**config.mk**
```make
export PLATFORM = sky130hd
export DESIGN_NAME = key_conditioner
export DESIGN_NICKNAME = d
export VERILOG_FILES = /design/src/rtl/key_conditioner.sv
export SDC_FILE = /design/constraint.sdc
export NUM_CORES = 1
export LEC_CHECK = 0
export ABC_AREA = 1
export CAP_MARGIN = 20
export CORE_UTILIZATION = 63
export CTS_CLUSTER_DIAMETER = 150
export DETAILED_ROUTE_END_ITERATION = 8
export PLACE_DENSITY = 0.8
export SYNTH_ARGS = -nofsm -noshare
export SYNTH_HDL_FRONTEND = slang
export SYNTH_SLANG_ARGS = --single-unit
```
**constraint.sdc**
```tcl
create_clock -name CLOCK_50 -period 2.8 [get_ports CLOCK_50]
set_input_delay 0.56 -clock CLOCK_50 [delete_from_list [all_inputs] [get_ports CLOCK_50]]
set_output_delay 0.56 -clock CLOCK_50 [all_outputs]
set_load 0.02 [all_outputs]
```
**src/rtl/key_conditioner.sv**
```systemverilog
// Pushbutton conditioner: synchronizes active-low keys, debounces each one and emits
// registered level plus press, release and auto-repeat pulses per key.
module key_conditioner #(
  parameter int unsigned NUM_KEYS        = 2,
  parameter int unsigned DEBOUNCE_CYCLES = 500000,
  parameter int unsigned REPEAT_DELAY    = 25000000,
  parameter int unsigned REPEAT_RATE     = 5000000,
  parameter bit          REPEAT_EN       = 1'b1
) (
  input  logic                CLOCK_50,
  input  logic                reset,
  input  logic [NUM_KEYS-1:0] key_n,
  output logic [NUM_KEYS-1:0] key_level,
  output logic [NUM_KEYS-1:0] press_pulse,
  output logic [NUM_KEYS-1:0] release_pulse,
  output logic [NUM_KEYS-1:0] repeat_pulse
);

  localparam int unsigned DbW    = $clog2(DEBOUNCE_CYCLES + 1);
  localparam int unsigned RepMax = (REPEAT_DELAY > REPEAT_RATE) ? REPEAT_DELAY : REPEAT_RATE;
  localparam int unsigned RepW   = $clog2(RepMax + 1);

  localparam logic [DbW-1:0]  DbLimit   = DbW'(DEBOUNCE_CYCLES);
  localparam logic [RepW-1:0] RepDelay  = RepW'(REPEAT_DELAY);
  localparam logic [RepW-1:0] RepRate   = RepW'(REPEAT_RATE);

  typedef enum logic [1:0] {
    StIdle,
    StPressWait,
    StHeld,
    StReleaseWait
  } state_e;

  for (genvar k = 0; k < NUM_KEYS; k++) begin : g_key
    logic [1:0]      r_sync;
    state_e          r_state, w_state_d;
    logic [DbW-1:0]  r_db_cnt, w_db_cnt_d;
    logic [RepW-1:0] r_rep_cnt, w_rep_cnt_d;
    logic            r_rep_phase, w_rep_phase_d;
    logic            r_level, w_level_d;
    logic            r_press, w_press_d;
    logic            r_release, w_release_d;
    logic            r_repeat, w_repeat_d;
    logic            w_pressed;
    logic [RepW-1:0] w_rep_inc;
    logic [RepW-1:0] w_rep_target;

    assign w_pressed    = ~r_sync[1];
    assign w_rep_inc    = r_rep_cnt + RepW'(1);
    // Phase 0 waits out the initial delay, phase 1 runs at the repeat rate.
    assign w_rep_target = r_rep_phase ? RepRate : RepDelay;

    always_comb begin
      w_state_d     = r_state;
      w_db_cnt_d    = r_db_cnt;
      w_rep_cnt_d   = r_rep_cnt;
      w_rep_phase_d = r_rep_phase;
      w_level_d     = r_level;
      w_press_d     = 1'b0;
      w_release_d   = 1'b0;
      w_repeat_d    = 1'b0;
      unique case (r_state)
        StIdle: begin
          if (w_pressed) begin
            w_state_d  = StPressWait;
            w_db_cnt_d = DbW'(1);
          end
        end
        StPressWait: begin
          if (!w_pressed) begin
            w_state_d  = StIdle;
            w_db_cnt_d = '0;
          end else if (r_db_cnt >= DbLimit) begin
            w_state_d     = StHeld;
            w_db_cnt_d    = '0;
            w_press_d     = 1'b1;
            w_level_d     = 1'b1;
            w_rep_cnt_d   = '0;
            w_rep_phase_d = 1'b0;
          end else begin
            w_db_cnt_d = r_db_cnt + DbW'(1);
          end
        end
        StHeld: begin
          if (!w_pressed) begin
            w_state_d  = StReleaseWait;
            w_db_cnt_d = DbW'(1);
          end else if (w_rep_inc == w_rep_target) begin
            w_repeat_d    = REPEAT_EN;
            w_rep_cnt_d   = '0;
            w_rep_phase_d = 1'b1;
          end else begin
            w_rep_cnt_d = w_rep_inc;
          end
        end
        StReleaseWait: begin
          if (w_pressed) begin
            // Release bounce: resume holding with a fresh initial repeat delay.
            w_state_d     = StHeld;
            w_db_cnt_d    = '0;
            w_rep_cnt_d   = '0;
            w_rep_phase_d = 1'b0;
          end else if (r_db_cnt >= DbLimit) begin
            w_state_d   = StIdle;
            w_db_cnt_d  = '0;
            w_release_d = 1'b1;
            w_level_d   = 1'b0;
          end else begin
            w_db_cnt_d = r_db_cnt + DbW'(1);
          end
        end
        default: begin
          w_state_d = StIdle;
        end
      endcase
    end

    always_ff @(posedge CLOCK_50) begin
      if (reset) begin
        r_sync      <= 2'b11;
        r_state     <= StIdle;
        r_db_cnt    <= '0;
        r_rep_cnt   <= '0;
        r_rep_phase <= 1'b0;
        r_level     <= 1'b0;
        r_press     <= 1'b0;
        r_release   <= 1'b0;
        r_repeat    <= 1'b0;
      end else begin
        r_sync      <= {r_sync[0], key_n[k]};
        r_state     <= w_state_d;
        r_db_cnt    <= w_db_cnt_d;
        r_rep_cnt   <= w_rep_cnt_d;
        r_rep_phase <= w_rep_phase_d;
        r_level     <= w_level_d;
        r_press     <= w_press_d;
        r_release   <= w_release_d;
        r_repeat    <= w_repeat_d;
      end
    end

    assign key_level[k]     = r_level;
    assign press_pulse[k]   = r_press;
    assign release_pulse[k] = r_release;
    assign repeat_pulse[k]  = r_repeat;
  end

endmodule
```
==> results of run 1 <==
final cells by class:
class / instances / share of cell area (%)
well taps: 136 / 2.417
inverters: 108 / 5.759
clock buffers: 10 / 1.955
multi-input cells: 780 / 55.90
clock inverters: 6 / 1.333
flip-flops and latches: 106 / 30.15
repair buffers: 20 / 2.488
per-stage QoR:
stage          total power, mW  setup WS [ns]  util, %  std cells
6_report                 2.791         0.4222    68.49       1166
5_1_grt                  2.894         0.1985    68.49       1166
4_1_cts                  2.818         0.4279    68.49       1166
3_5_place_dp             1.720         0.4662    66.24       1150
3_3_place_gp             1.719         0.5341    66.24       1150
2_1_floorplan            1.679         0.7404        -       1034
cell usage in the layout, fill, tap and decap left out, types with 5 or more instances in the layout:
cell             count
xnor2_1              9
nand3_1             76
dfxtp_1            106
nand2_1            290
clkdlybuf4s50_1     10
inv_2                8
a21oi_2              8
ha_1                 6
nand4_2              6
xor2_1              17
buf_4               10
a21oi_1             79
clkbuf_8            10
nand4_1             26
nand3b_1             6
nand3_2             14
inv_1               99
nor2_2              12
nor2_1             135
o22ai_1              5
or2_2                5
o21ai_0             14
nor3_1              20
nand2_2              8
nor2_4               9
logic make-up (layout without fill, tap and decap cells):
group,count (synthesis),in the layout
adder cells (fa/ha/maj),6,6
XOR/XNOR,27,27
buffers and inverters,148,144
AO/OA/AOI/OAI,127,127
AND/OR/NAND/NOR,620,620
flip-flops,106,106
flip-flops by register name (all words and copies together) (netlist names), named ones only:
name,flops
g_key.r_press,2
g_key.r_repeat,2
g_key.r_release,2
g_key.r_level,2
g_key.r_state,2
g_key.r_sync,4
g_key.r_db_cnt,38
g_key.r_rep_phase,2
g_key.r_rep_cnt,50
cell usage after synthesis (9+ instances only):
library cell / n / area, µm²
nor3_1: 20 / 100.1
o21ai_0: 14 / 70.07
a21oi_1: 79 / 395.4
inv_1: 99 / 371.6
nand3_2: 14 / 140.1
nor2_4: 9 / 101.4
buf_4: 9 / 67.56
nand2_1: 290 / 1089
xor2_1: 17 / 148.9
nor2_1: 136 / 510.5
xnor2_1: 9 / 78.83
clkbuf_1: 22 / 82.58
nor2_2: 11 / 68.82
nand4_1: 26 / 162.7
dfxtp_1: 106 / 2122
nand3_1: 76 / 380.4
routing by layer:
layer,part of all wire [%],routed length (µm)
met5,0,0
met4,1.2,180
met3,5.1,737
met2,46,6713
met1,47,6877
worst paths after layout:
| check | endpoint | slack, ns | depth (start not counted) |
|---|---|---|---|
| min | g_key[0].r_sync[1] | 0.41 | 1 |
| min reg2reg | g_key[0].r_sync[1] | 0.41 | 1 |
| max | g_key[0].r_rep_cnt[9] | 0.42 | 14 |
| max reg2reg | g_key[0].r_rep_cnt[9] | 0.42 | 14 |
power by group:
group	internal [mW]	total (mW)	switching, mW
Clock	0.538	1.10	0.567
Combinational	0.0332	0.153	0.119
Sequential	1.52	1.53	0.0140
==> results.cfg, run 1 <==
[global_routing]
grtUsageMet1_pct = 37.10
met3_usage_pct = 5.427
grt_overflow = 0
track_usage_pct = 27.78
met2_usage_pct = 45.93
grt_pass1_vias = 5560
grt_max_degree = 45
busiest_layer = met2
grt_pass1_wl_um = 25240
antenna_found_initial = 0

[sta]
finClkSkew_ns = 0.01208
hold_ws_ns = 0.4117
fin_crit_sh_pct = 84.92
finalHoldViolations = 0
post-route-min-period_ns = 2.378
rsz0062_at_grt = false
slew_headroom_pct = 51.38
tns_ns = 0
slew_viol_final = 0
max_freq_ghz = 0.4205
tightest_slew_ns = 0.7226
setup_violations = 0

[layout]
fin_nets = 1035
drive_above_1_share_pct = 10.29
postLayoutCellArea_um2 = 7039
seq_area_um2 = 2122
multiInputGateArea_um2 = 3935
num-fill-cells = 956
area_growth_pct = 5.613
num_antenna_cells = 0

[cts]
cts_setup_buffers = 0
clock-sinks = 106
cts_buffer_depth = 2
cts_tree = built
cts-htree-levels = 3
clkLatencyLatePin_ns = 0.39
hold_buffers = 0
clk_pin_slew_ns = 0.11
cts_buffers = 9
cts_resized = 0
cts_root_buf = clkbuf_8

[worst_hold_path]
min_from = g_key[0].r_sync[0]
hold_class = reg2reg

[logic_synthesis]
ys_seq_elements = 106
synth_fa_ha_area_share_pct = 1.126
synth.distinct_cells = 49
synth_edf_count = 0
synthXorXnorAreaFrac_pct = 3.661
synth_compound_area_share_pct = 10.94
synth-seq-area-share_pct = 31.84
yosysWarnings = 0
async_reset_ff_share_pct = 0
syn_inst = 1034
syn_area_per_cell_um2 = 6.446
synth_top_family_by_area = simple AND/OR/NAND/NOR gates
synthSimpleGateAreaFrac_pct = 43.27
synth_ff_type = dfxtp_1
syn_area_um2 = 6665
muxShareOfSynthArea_pct = 0
synthesis.nets = 1044

[route]
wirelength_um = 14510
initialDrtViolationCount = 318
num_vias = 6264
drc = 0
wl_per_cell_um = 12.44
dr.pass1.iters = 7
routed_via_density = 5.372
ant_nets = 0

[place]
dpl.hpwl_um = 10250
placed_cell_area_um2 = 6808
gp_congestion = 0.8967
port-buffer-count = 11

[floorplanning]
die_w_um = 104.9
io_pins = 12
die-area_um2 = 10990
rows = 37
initial_core_util_pct = 64.85
fp.coreArea_um2 = 10280
die_h_um = 104.9

[power_and_ir_drop]
leakagePower_nw = 2.476
ir_drop_v = 0.0006934
power.density_nw_per_um2 = 396.5

[critical_path]
worst_path_largest_cell_delay_ns = 0.44
reg2reg_from = g_key[0].r_rep_cnt[0]
crit_arrival_ns = 2.64
worstPathRequired_ns = 3.06
endpoint_kind = flop
critPathTopFamily = simple AND/OR/NAND/NOR gates
path_class = reg2reg
start_kind = flop
crit_top_cell = nor2_4
path_cells = ha_1 > nand2_2 > nor2_4 > nand2_2 > nor2_4 > inv_2 > nor2_1 > nand2_1 > nand2_1 > nand3_1 > nor2_4 > nand3_4 > nand4_1 > a21oi_1
crit_path_start = g_key[0].r_rep_cnt[0]
critPathSlowestCell = dfxtp_1
crit_path_max_fanout = 17
crit_buf_inv = 1

[status]
status = finished clean

[job]
maxCapViolCount = 0
No activity file was read; power rests on OpenSTA's default activity.
==> run 2: changes to the inputs <==
- CORE_UTILIZATION: 63 -> 57
- PLACE_DENSITY: 0.8 -> 0.77
- clock period: 2.8 -> 2.1 ns (I/O delays scaled with it)
==> run 2 against run 1 <==
Net effect:
- the flow now finishes with violations (negative setup slack)
- setup slack lost 0.50 ns
- global-route usage grew 0.83 points
- flip-flop and latch count is the same
- final area grew 19%
- hold slack gained 0.0025 ns
- first-iteration DRC count grew 43%
- critical path depth is the same
- via count grew 11%
- cell count grew 11%
- die area grew 10%
- clock-buffer cell count shrank 1
==> results.cfg, run 2 (synthesis gave the netlist of run 1 again) <==
[global_routing]
track_usage_pct = 28.62
grt_pass1_wl_um = 27500
grt_overflow = 0
grt_max_degree = 42
antenna_found_initial = 0
grt_pass1_vias = 6195

[route]
wirelength_um = 17630
top_layer = met4
wl_per_cell_um = 13.68
wl_met3_um = 883
dr.pass1.iters = 6
routed_via_density = 5.385
wirelength_met1_um = 7612
num_vias = 6941
initialDrtViolationCount = 456
route.met2.wl_um = 8842
ant_nets = 0
drc = 0

[power_and_ir_drop]
power.density_nw_per_um2 = 488.6
internal-power_mw = 3.039
pwr-share-seq_pct = 49.9
ir_drop_v = 0.001039
total_power_mw = 4.094
p_clk_share_pct = 44.5
switchingPower_mw = 1.055
combPwrFrac_pct = 5.6
swShare_pct = 25.78
leakagePower_nw = 3.221

[layout]
stdcell_count = 1289
largest_reg_flops = 50
num_antenna_cells = 0
final_common_cell = nand2_1
reg.largest.list = g_key.r_rep_cnt x50, g_key.r_db_cnt x38, g_key.r_sync x4
fin_nets = 1151
area_growth_pct = 25.74
drive_above_1_share_pct = 25.83
most-common-layout-cells = nand2_1 (279), nor2_1 (118), buf_4 (118)
regMostFlops = g_key.r_rep_cnt

[sta]
fin_crit_sh_pct = 103.8
post-route-min-period_ns = 2.180
setup_violations = 17
max_freq_ghz = 0.4588
rsz0062_at_grt = true
slew_viol_final = 0
tightest_slew_ns = 0.6708
tns_ns = -1.014
slew_headroom_pct = 55.17
hold_ws_ns = 0.4142
fin_ws_ns = -0.07976
finalHoldViolations = 0
finClkSkew_ns = 0.008668

[cts]
cts_root_buf = clkbuf_16
cts-htree-levels = 3
clock-sinks = 106
cts_tree = built
cts_buffers = 9
cts_buffer_depth = 2
clkLatencyLatePin_ns = 0.36
hold_buffers = 0
clk_pin_slew_ns = 0.07

[floorplanning]
die_w_um = 110.1
initial_core_util_pct = 58.37
die-area_um2 = 12130
rows = 39
die_h_um = 110.1
io_pins = 12
fp.coreArea_um2 = 11420

[status]
violations = negative setup slack
status = complete, but fails checks

[critical_path]
worstPathRequired_ns = 2.34
worst_path_largest_cell_delay_ns = 0.38
crit_arrival_ns = 2.42
crit_path_max_fanout = 6
path_class = reg2reg
endpoint_kind = flop
start_kind = flop
path_cells = ha_4 > nand2_4 > nor2_4 > nand2_4 > or2_1 > nand2_1 > nand3_2 > nor2_2 > nand3_1 > nor2_2 > nand3_4 > clkbuf_16 > nand3_2 > a21oi_2
critPathSlowestCell = dfxtp_4
crit_buf_inv = 1
critPathTopFamily = simple AND/OR/NAND/NOR gates

[place]
dpl.hpwl_um = 11730
place_ws_ns = -0.1610
port-buffer-count = 11
gp_congestion = 0.9254
placedCellCount = 1259

[job]
maxCapViolCount = 0

[worst_hold_path]
hold_class = reg2reg
-- run 2: path summary, 6_finish.rpt --
path                    startpoint                      to  slack (ns)  cells after the start
max          g_key[1].r_rep_cnt[1]  g_key[1].r_rep_cnt[22]       -0.08                     14
min reg2reg     g_key[0].r_sync[0]      g_key[0].r_sync[1]        0.41                      1
max reg2reg  g_key[1].r_rep_cnt[1]  g_key[1].r_rep_cnt[22]       -0.08                     14
min             g_key[0].r_sync[0]      g_key[0].r_sync[1]        0.41                      1
-- run 2: stage by stage --
step	cell area [µm²]	utilization, %
finish	8381	73.39
global route	8381	73.39
CTS	8009	70.14
detailed placement	7607	66.62
global placement	7607	66.62
floorplan	6665	-
-- run 2: worst register-to-register path, cell delays in order, from the launching register on --
cell,delay (ns)
dfxtp_4,0.38
ha_4,0.15
nand2_4,0.05
nor2_4,0.18
nand2_4,0.09
or2_1,0.26
nand2_1,0.09
nand3_2,0.08
nor2_2,0.11
nand3_1,0.08
nor2_2,0.16
nand3_4,0.13
clkbuf_16,0.19
nand3_2,0.06
a21oi_2,0.05
-- run 2: what timing repair did --
action / 4_1_cts / 5_1_grt
gates cloned: 0 / 2
resized for setup: 14 / 82
pin swaps: 6 / 39
buffers inserted: 3 / 9
setup endpoints to repair: 33 / 51
-- run 2: layer usage --
metal | vias up | global-route usage [%]
met5 | - | 0
met4 | 0 | 7.801
met3 | 34 | 6.290
met2 | 193 | 51.61
met1 | 3157 | 34.07
li1 | 3557 | -
-- run 2: layout make-up --
class	count	area [µm²]
inverter	108	409.1
clock buffer	9	225.2
tap	143	178.9
fill	897	3038
multi-input combinational	780	4214
sequential	106	2152
timing repair buffer	135	1105
clock inverter	7	91.34
timing repair inverter	1	5.005
-- run 2: power groups by stage --
stage,Combinational [mW],Clock (mW),Sequential [mW]
after floorplan,0.152,0,2.09
after global placement,0.216,0,2.09
after detailed placement,0.218,0,2.09
after CTS,0.219,1.86,2.04
after global routing,0.254,1.95,2.04
final,0.229,1.82,2.04
